### src/rtl/uart_pkg.sv
// Shared UART definitions: parity modes, receiver state encoding and parity helper.
package uart_pkg;

  localparam logic [1:0] PARITY_NONE = 2'd0;
  localparam logic [1:0] PARITY_EVEN = 2'd1;
  localparam logic [1:0] PARITY_ODD  = 2'd2;

  localparam int MAX_DATA_BITS = 9;

  typedef enum logic [2:0] {
    IDLE,
    START,
    DATA,
    PARITY,
    STOP
  } rx_state_t;

  // Expected parity bit for a data word; zero-extension does not change it.
  function automatic logic parity_calc(input logic [MAX_DATA_BITS-1:0] data,
                                       input logic [1:0] mode);
    case (mode)
      PARITY_EVEN: return ^data;
      PARITY_ODD:  return ~^data;
      default:     return 1'b0;
    endcase
  endfunction

endpackage

### src/rtl/uart_sync2.sv
// Two-flop synchroniser for an idle-high serial line; resets to 1.
module uart_sync2 (
  input  logic clk_en_i,
  input  logic resetn_i,
  input  logic d,
  output logic q
);

  logic meta;

  always_ff @(posedge clk_en_i or negedge resetn_i) begin
    if (!resetn_i) begin
      meta <= 1'b1;
      q    <= 1'b1;
    end else begin
      meta <= d;
      q    <= meta;
    end
  end

endmodule

### src/rtl/uart_rx_core.sv
// Oversampling UART receiver with parity/framing status and a one-entry output buffer.
// Optional UART_RX_MAJORITY_EN: 2-of-3 majority vote on every line sample.
module uart_rx_core
  import uart_pkg::*;
#(
  parameter int DATA_BITS   = 8,
  parameter int PARITY_MODE = 0,
  parameter int STOP_BITS   = 1,
  parameter int OVERSAMPLE  = 16
) (
  input  logic                 clk_en_i,
  input  logic                 resetn_i,
  input  logic                 uart_rx_i,
  output logic [DATA_BITS-1:0] dataout_o,
  output logic                 dataout_valid_o,
  input  logic                 dataout_ready_i,
  output logic                 parity_err_o,
  output logic                 frame_err_o,
  output logic                 overrun_o
);

  localparam int PH_W        = $clog2(OVERSAMPLE);
  localparam int BC_W        = $clog2(DATA_BITS + 1);
  localparam int SYNC_STAGES = 1;
  localparam bit HAS_PAR     = (PARITY_MODE != 0);

  localparam logic [PH_W-1:0] PH_MID   = PH_W'(OVERSAMPLE / 2 - 1);
  localparam logic [PH_W-1:0] PH_END   = PH_W'(OVERSAMPLE - 1);
  localparam logic [BC_W-1:0] BC_DLAST = BC_W'(DATA_BITS - 1);
  localparam logic [BC_W-1:0] BC_SLAST = BC_W'(STOP_BITS - 1);

  if (DATA_BITS < 5 || DATA_BITS > MAX_DATA_BITS) begin : g_bad_data_bits
    $error("uart_rx_core: DATA_BITS must be 5..9");
  end
  if (PARITY_MODE < 0 || PARITY_MODE > 2) begin : g_bad_parity
    $error("uart_rx_core: PARITY_MODE must be 0, 1 or 2");
  end
  if (STOP_BITS < 1 || STOP_BITS > 2) begin : g_bad_stop
    $error("uart_rx_core: STOP_BITS must be 1 or 2");
  end
  if (OVERSAMPLE < 4 || OVERSAMPLE > 64) begin : g_bad_os
    $error("uart_rx_core: OVERSAMPLE must be 4..64");
  end

  logic rx_s;
  logic smp;

  uart_sync2 u_sync (
    .clk_en_i (clk_en_i),
    .resetn_i (resetn_i),
    .d        (uart_rx_i),
    .q        (rx_s)
  );

  // The synchroniser comes out of reset holding 1s; arming waits until those
  // have flushed so a line held low through reset is never seen as high.
  logic [SYNC_STAGES:0] vld_pipe;
  logic                 sync_ok;

  always_ff @(posedge clk_en_i or negedge resetn_i) begin
    if (!resetn_i) vld_pipe <= '0;
    else           vld_pipe <= {vld_pipe[SYNC_STAGES-1:0], 1'b1};
  end

  assign sync_ok = vld_pipe[SYNC_STAGES];

`ifdef UART_RX_MAJORITY_EN
  logic [1:0] rx_hist;

  always_ff @(posedge clk_en_i or negedge resetn_i) begin
    if (!resetn_i) rx_hist <= 2'b11;
    else           rx_hist <= {rx_hist[0], rx_s};
  end

  assign smp = (rx_s & rx_hist[0]) | (rx_s & rx_hist[1]) | (rx_hist[0] & rx_hist[1]);
`else
  assign smp = rx_s;
`endif

  rx_state_t            state, state_nxt;
  logic [PH_W-1:0]      phase, phase_nxt;
  logic [BC_W-1:0]      bitcnt, bitcnt_nxt;
  logic                 armed, armed_nxt;
  logic [DATA_BITS-1:0] shift, shift_nxt;
  logic                 perr, perr_nxt;
  logic                 ferr, ferr_nxt;
  logic                 commit_q, commit_nxt;

  always_ff @(posedge clk_en_i or negedge resetn_i) begin
    if (!resetn_i) begin
      state    <= IDLE;
      phase    <= '0;
      bitcnt   <= '0;
      armed    <= 1'b0;
      shift    <= '0;
      perr     <= 1'b0;
      ferr     <= 1'b0;
      commit_q <= 1'b0;
    end else begin
      state    <= state_nxt;
      phase    <= phase_nxt;
      bitcnt   <= bitcnt_nxt;
      armed    <= armed_nxt;
      shift    <= shift_nxt;
      perr     <= perr_nxt;
      ferr     <= ferr_nxt;
      commit_q <= commit_nxt;
    end
  end

  always_comb begin
    state_nxt  = state;
    phase_nxt  = phase;
    bitcnt_nxt = bitcnt;
    armed_nxt  = armed;
    shift_nxt  = shift;
    perr_nxt   = perr;
    ferr_nxt   = ferr;
    commit_nxt = 1'b0;
    case (state)
      IDLE: begin
        if (rx_s && sync_ok) begin
          armed_nxt = 1'b1;
        end else if (armed && !rx_s) begin
          state_nxt = START;
          phase_nxt = '0;
        end
      end
      START: begin
        if (phase == PH_MID) begin
          phase_nxt = '0;
          if (smp) begin
            state_nxt = IDLE;
          end else begin
            state_nxt  = DATA;
            bitcnt_nxt = '0;
            perr_nxt   = 1'b0;
            ferr_nxt   = 1'b0;
          end
        end else begin
          phase_nxt = phase + PH_W'(1);
        end
      end
      DATA: begin
        if (phase == PH_END) begin
          phase_nxt = '0;
          for (int i = 0; i < DATA_BITS; i++)
            if (bitcnt == BC_W'(i)) shift_nxt[i] = smp;
          if (bitcnt == BC_DLAST) begin
            bitcnt_nxt = '0;
            state_nxt  = HAS_PAR ? PARITY : STOP;
          end else begin
            bitcnt_nxt = bitcnt + BC_W'(1);
          end
        end else begin
          phase_nxt = phase + PH_W'(1);
        end
      end
      PARITY: begin
        if (phase == PH_END) begin
          phase_nxt = '0;
          perr_nxt  = smp != parity_calc(MAX_DATA_BITS'(shift), 2'(PARITY_MODE));
          state_nxt = STOP;
        end else begin
          phase_nxt = phase + PH_W'(1);
        end
      end
      STOP: begin
        if (phase == PH_END) begin
          phase_nxt = '0;
          ferr_nxt  = ferr | ~smp;
          if (bitcnt == BC_SLAST) begin
            // Back to IDLE at once so the next start edge is caught mid stop bit.
            bitcnt_nxt = '0;
            state_nxt  = IDLE;
            armed_nxt  = 1'b0;
            commit_nxt = 1'b1;
          end else begin
            bitcnt_nxt = bitcnt + BC_W'(1);
          end
        end else begin
          phase_nxt = phase + PH_W'(1);
        end
      end
      default: state_nxt = IDLE;
    endcase
  end

  always_ff @(posedge clk_en_i or negedge resetn_i) begin
    if (!resetn_i) begin
      dataout_o       <= '0;
      dataout_valid_o <= 1'b0;
      parity_err_o    <= 1'b0;
      frame_err_o     <= 1'b0;
      overrun_o       <= 1'b0;
    end else begin
      overrun_o <= 1'b0;
      if (commit_q) begin
        if (!dataout_valid_o || dataout_ready_i) begin
          dataout_o       <= shift;
          parity_err_o    <= HAS_PAR & perr;
          frame_err_o     <= ferr;
          dataout_valid_o <= 1'b1;
        end else begin
          overrun_o <= 1'b1;
        end
      end else if (dataout_ready_i) begin
        dataout_valid_o <= 1'b0;
      end
    end
  end

endmodule
### config.mk
export PLATFORM = sky130hd
export DESIGN_NAME = uart_rx_core
export DESIGN_NICKNAME = d
export VERILOG_FILES = /design/src/rtl/uart_pkg.sv /design/src/rtl/uart_sync2.sv /design/src/rtl/uart_rx_core.sv
export SDC_FILE = /design/constraint.sdc
export NUM_CORES = 1
export LEC_CHECK = 0
export CAP_MARGIN = 20
export CORE_ASPECT_RATIO = 2
export CORE_MARGIN = 2
export CORE_UTILIZATION = 45
export DETAILED_ROUTE_END_ITERATION = 6
export GPL_TIMING_DRIVEN = 0
export MAX_ROUTING_LAYER = met4
export PLACE_DENSITY = 0.64
export SYNTH_ARGS = -nofsm -noshare
export SYNTH_HDL_FRONTEND = slang
export SYNTH_SLANG_ARGS = --single-unit
### constraint.sdc
create_clock -name clk_en_i -period 2.8 [get_ports clk_en_i]
set_input_delay 0.56 -clock clk_en_i [delete_from_list [all_inputs] [get_ports clk_en_i]]
set_output_delay 0.56 -clock clk_en_i [all_outputs]
set_load 0.02 [all_outputs]
==> flow_results.org <==
** Clocking
- At the later pin of the worst-skew pair, clock insertion delay measures 0.29 ns.
- CTS H-tree lvls :: 2
- Clock tree synthesis inserted a total of 5 buffers.
- TritonCTS clock tree :: done
- Buffers inserted to repair hold after CTS numbered 0.
- PostCTS Resize Cnt :: 0
- Clock-pin slew was measured on the worst setup and hold paths at 0.08 ns.
- Counting every sink on the clock net gives 37.
- Number of buffers on the longest clock path :: 2
- Post-CTS timing repair inserted 0 buffers for setup.
- Cell chosen for the clock root :: sky130_fd_sc_hd__clkbuf_8

** Global route
- The first global-routing pass estimated between 5000 and 6000 um of wire.
- Vias in the first global route :: 1327
- Pin count of the biggest net entering global routing :: 38
- Total routing resource utilization after global routing :: 17.01%
- For this run the aggregate overflow at the end of global routing stands at 0.
- The initial antenna violation count was 0.

** Worst setup path
- Crit. End Element :: flop
- Arrival time reported for the critical path endpoint :: 2.03 ns
- Along the worst path, the maximum fanout reaches 6.
- Startpoint types :: flop
- Required time worst endpoint :: 2.98 ns
- Worst setup path class :: reg2reg

** Floorplanning
- I/O Pins :: 16
- Vertical die dimension :: 93.49 um
- Die X-Extent :: 48.74 um
- Once the floorplan was initialized, standard cells occupied 46.88% of the core.
- Floorplan row count :: 32
- The die covers between 0.004 and 0.005 mm^2.
- The core region is 0.003844 mm^2.

** Power
- VDD sags by at most 0.5209 mV.
- Static Leak :: 0.9354 nW
- Overall power consumption :: 1.279 mW
- Total power divided by cell area :: 602.8 mW/mm^2

** Layout
- Ratio of cells with drive above 1 in the final layout :: 22.22%
- The final layout contains ~190 nets.
- Post-route core utilization :: 55.18%
- Syn-to-layout area delta :: 17.71%
- The repair_antennas step left the layout with diodes totalling 0.
- Excluding fillers, the count of instances in the completed layout stands at approximately 230.
- Number of filler instances in the final layout :: around 350
- Sequential standard cell area :: 928.4 um^2
- Footprint of the multi-input gates :: 794.5 um^2
- With fillers left out, the area of the finished cells amounts to 0.002121 mm^2.

** Placement
- Placed instance count :: 223
- The congestion estimate from routability-driven global placement came to 0.8704.
- The placed instances occupy a cell area of approximately 0.002 mm^2.
- The wire-length estimate of the detail-placed layout is between 2000 and 3000 um.
- Post-Place Setup Slack :: 0.8383 ns
- Count of buffers inserted at the top-level ports :: 14

** Timing
- Max Clock Freq :: 541.5 MHz
- Sum of negative setup slack :: 0 ns
- Transition time at the pin with the least slew margin :: ~0.80 ns
- Counting I/O delays and the setup requirement, the final critical path takes approximately 1.8 ns.
- Final Hold Violating Endpoints :: 0
- Period utilization :: 65.96%
- Setup repair after global routing missed its margin :: false
- Setup violations remaining at the end of the flow were counted as 0.
- Setup slack closes at between 0.9 and 1 ns.
- For the final database, setup skew stands at approximately 0.0084 ns.
- Hold timing on the final database bottoms out at a slack of 0.3462 ns.
- The worst pin sits at a relative slew slack of 46.78%.
- Slew Viols, Final :: 0

** Detailed routing
- Remaining design rule violation count :: 0
- For this block, the routed nets add up to 3357 um of wire.
- Post-DR wirelength/cell :: ~15 um
- Once detail routing completed, the nets flagged for antenna violations numbered 0.
- The first detailed-routing pass took 4 iterations.
- First DRT Iteration DRCs :: 19
- Drt via density :: around 5.5
- Across all layers, the routed design uses between 1000 and 1500 vias.

** Synth
- Average cell area after synthesis :: 11.40 um^2
- Synthesis instantiated 45 different standard cells from the library.
- FF+latch count, synth :: 37
- Counting every net in the synthesized netlist gives approximately 170.
- Sequential cell area fraction in the yosys report :: between 50% and 60%
- Synthesized cell area :: approximately 0.0018 mm^2
- Synthesis produced a netlist whose cell count is 158.
- Synth Warn # :: 0

** Hold path
- Min-Delay Path Class :: in2async

** Run status
- Status :: complete, no violations

** Flow run
- Count of maximum capacitance violations :: 0
==> placed cells by master (no fill, tap or decap), types with 2 or more instances in the layout <==
cell                              synthesis  layout
sky130_fd_sc_hd__buf_2                    3       4
sky130_fd_sc_hd__dfrtp_1                 35      35
sky130_fd_sc_hd__clkbuf_1                 2       2
sky130_fd_sc_hd__clkbuf_8                 0       6
sky130_fd_sc_hd__nand3_1                  4       4
sky130_fd_sc_hd__nand2_1                 20      20
sky130_fd_sc_hd__nor3_1                   2       2
sky130_fd_sc_hd__dfstp_2                  2       2
sky130_fd_sc_hd__buf_6                    2       2
sky130_fd_sc_hd__mux2_4                   4       4
sky130_fd_sc_hd__mux2_1                   3       3
sky130_fd_sc_hd__o31ai_1                  3       3
sky130_fd_sc_hd__inv_1                    7       7
sky130_fd_sc_hd__clkdlybuf4s50_1          0      13
sky130_fd_sc_hd__mux2_2                  10      10
sky130_fd_sc_hd__ha_1                     5       5
sky130_fd_sc_hd__nand2b_1                 3       3
sky130_fd_sc_hd__conb_1                   2       2
sky130_fd_sc_hd__nor2_1                   9       9
sky130_fd_sc_hd__a21oi_1                  4       4
sky130_fd_sc_hd__or3_1                    2       2
sky130_fd_sc_hd__nor4_4                   2       2
sky130_fd_sc_hd__o21ai_0                 10      10
==> cell type report <==
class	count	share of cell area [%]
well taps	51	3.009
inverters	7	1.239
flip-flops and latches	37	43.78
clock buffers	6	3.894
plain buffers	8	2.478
multi-input cells	106	37.46
repair buffers	14	6.372
clock inverters	2	1.770
==> report_power, final <==
part	internal (mW)	switching (mW)	leakage [nW]	total, mW
Sequential	0.566	0.0285	0.496	0.594
Combinational	0.0789	0.126	0.382	0.205
Clock	0.289	0.189	0.0574	0.479
Total	0.934	0.344	0.935	1.28
==> metal layers <==
metal / vias up / wire (um) / global-route usage, %
li1: 597 / - / -
met5: - / 0 / -
met4: 0 / 123 / 9.286
met3: 11 / 96 / 3.514
met1: 625 / 1214 / 15.74
met2: 29 / 1922 / 31.74
==> cells by family after synthesis <==
logic type,share of synthesized area (%)
and+or+nand+nor,16.53
AOI/OAI and AO/OA,12.22
DFF,51.53
muxes,11.46
buffers and inverters,4.375
other,0.4168
adders and majority gates,3.472
==> registers in the layout, indices dropped and copies added (netlist names) <==
signal / cells
dataout_o: 8
shift: 8
bitcnt: 4
phase: 4
state: 3
vld_pipe: 2
armed: 1
commit_q: 1
dataout_valid_o: 1
ferr: 1
frame_err_o: 1
overrun_o: 1
u_sync.meta: 1
u_sync.q: 1
==> final timing paths <==
check | startpoint | to | slack (ns) | cells past startpoint
setup reg to reg | bitcnt[0] | shift[0] | 0.95 | 6
setup / recovery | bitcnt[0] | shift[0] | 0.95 | 6
min in group clk_en_i | vld_pipe[0] | vld_pipe[1] | 0.35 | 0
max in group asynchronous | resetn_i | bitcnt[1] | 1.94 | 1
hold reg to reg | vld_pipe[0] | vld_pipe[1] | 0.35 | 0
hold / removal | resetn_i | overrun_o | 0.35 | 1
==> cell usage after synthesis (all sizes together) <==
cell	n	area, um^2
a211oi	2	20.02
a21boi	1	7.510
a21oi	4	20.02
a22o	1	8.760
a31oi	1	6.260
a32o	1	10.01
and3	1	6.260
and4bb	1	12.51
buf	6	45.04
clkbuf	2	7.510
conb	2	7.510
dfrtp	35	875.8
dfstp	2	52.55
ha	5	62.56
inv	7	26.28
mux2	17	206.5
nand2	20	75.07
nand2b	3	18.77
nand3	4	20.02
nand4	1	6.260
nor2	9	33.78
nor2b	1	6.260
nor3	2	10.01
nor3b	2	20.02
nor4	2	42.54
nor4bb	1	10.01
o2111a	1	11.26
o211ai	1	7.510
o21ai	10	50.05
o221ai	1	8.760
o22ai	1	6.260
o311ai	1	16.27
o31ai	3	22.52
o41ai	2	25.03
or2	1	6.260
or3	2	12.51
or3b	2	17.52
==> worst max-delay path: stages (launching register included) <==
cell and delay [ns]:
sky130_fd_sc_hd__dfrtp_1 0.44, sky130_fd_sc_hd__inv_1 0.10, sky130_fd_sc_hd__ha_1 0.17, sky130_fd_sc_hd__nor3b_1 0.35, sky130_fd_sc_hd__nand2_1 0.20, sky130_fd_sc_hd__nor2_1 0.15, sky130_fd_sc_hd__mux2_2 0.34
Power figures use the tool's default switching activity.
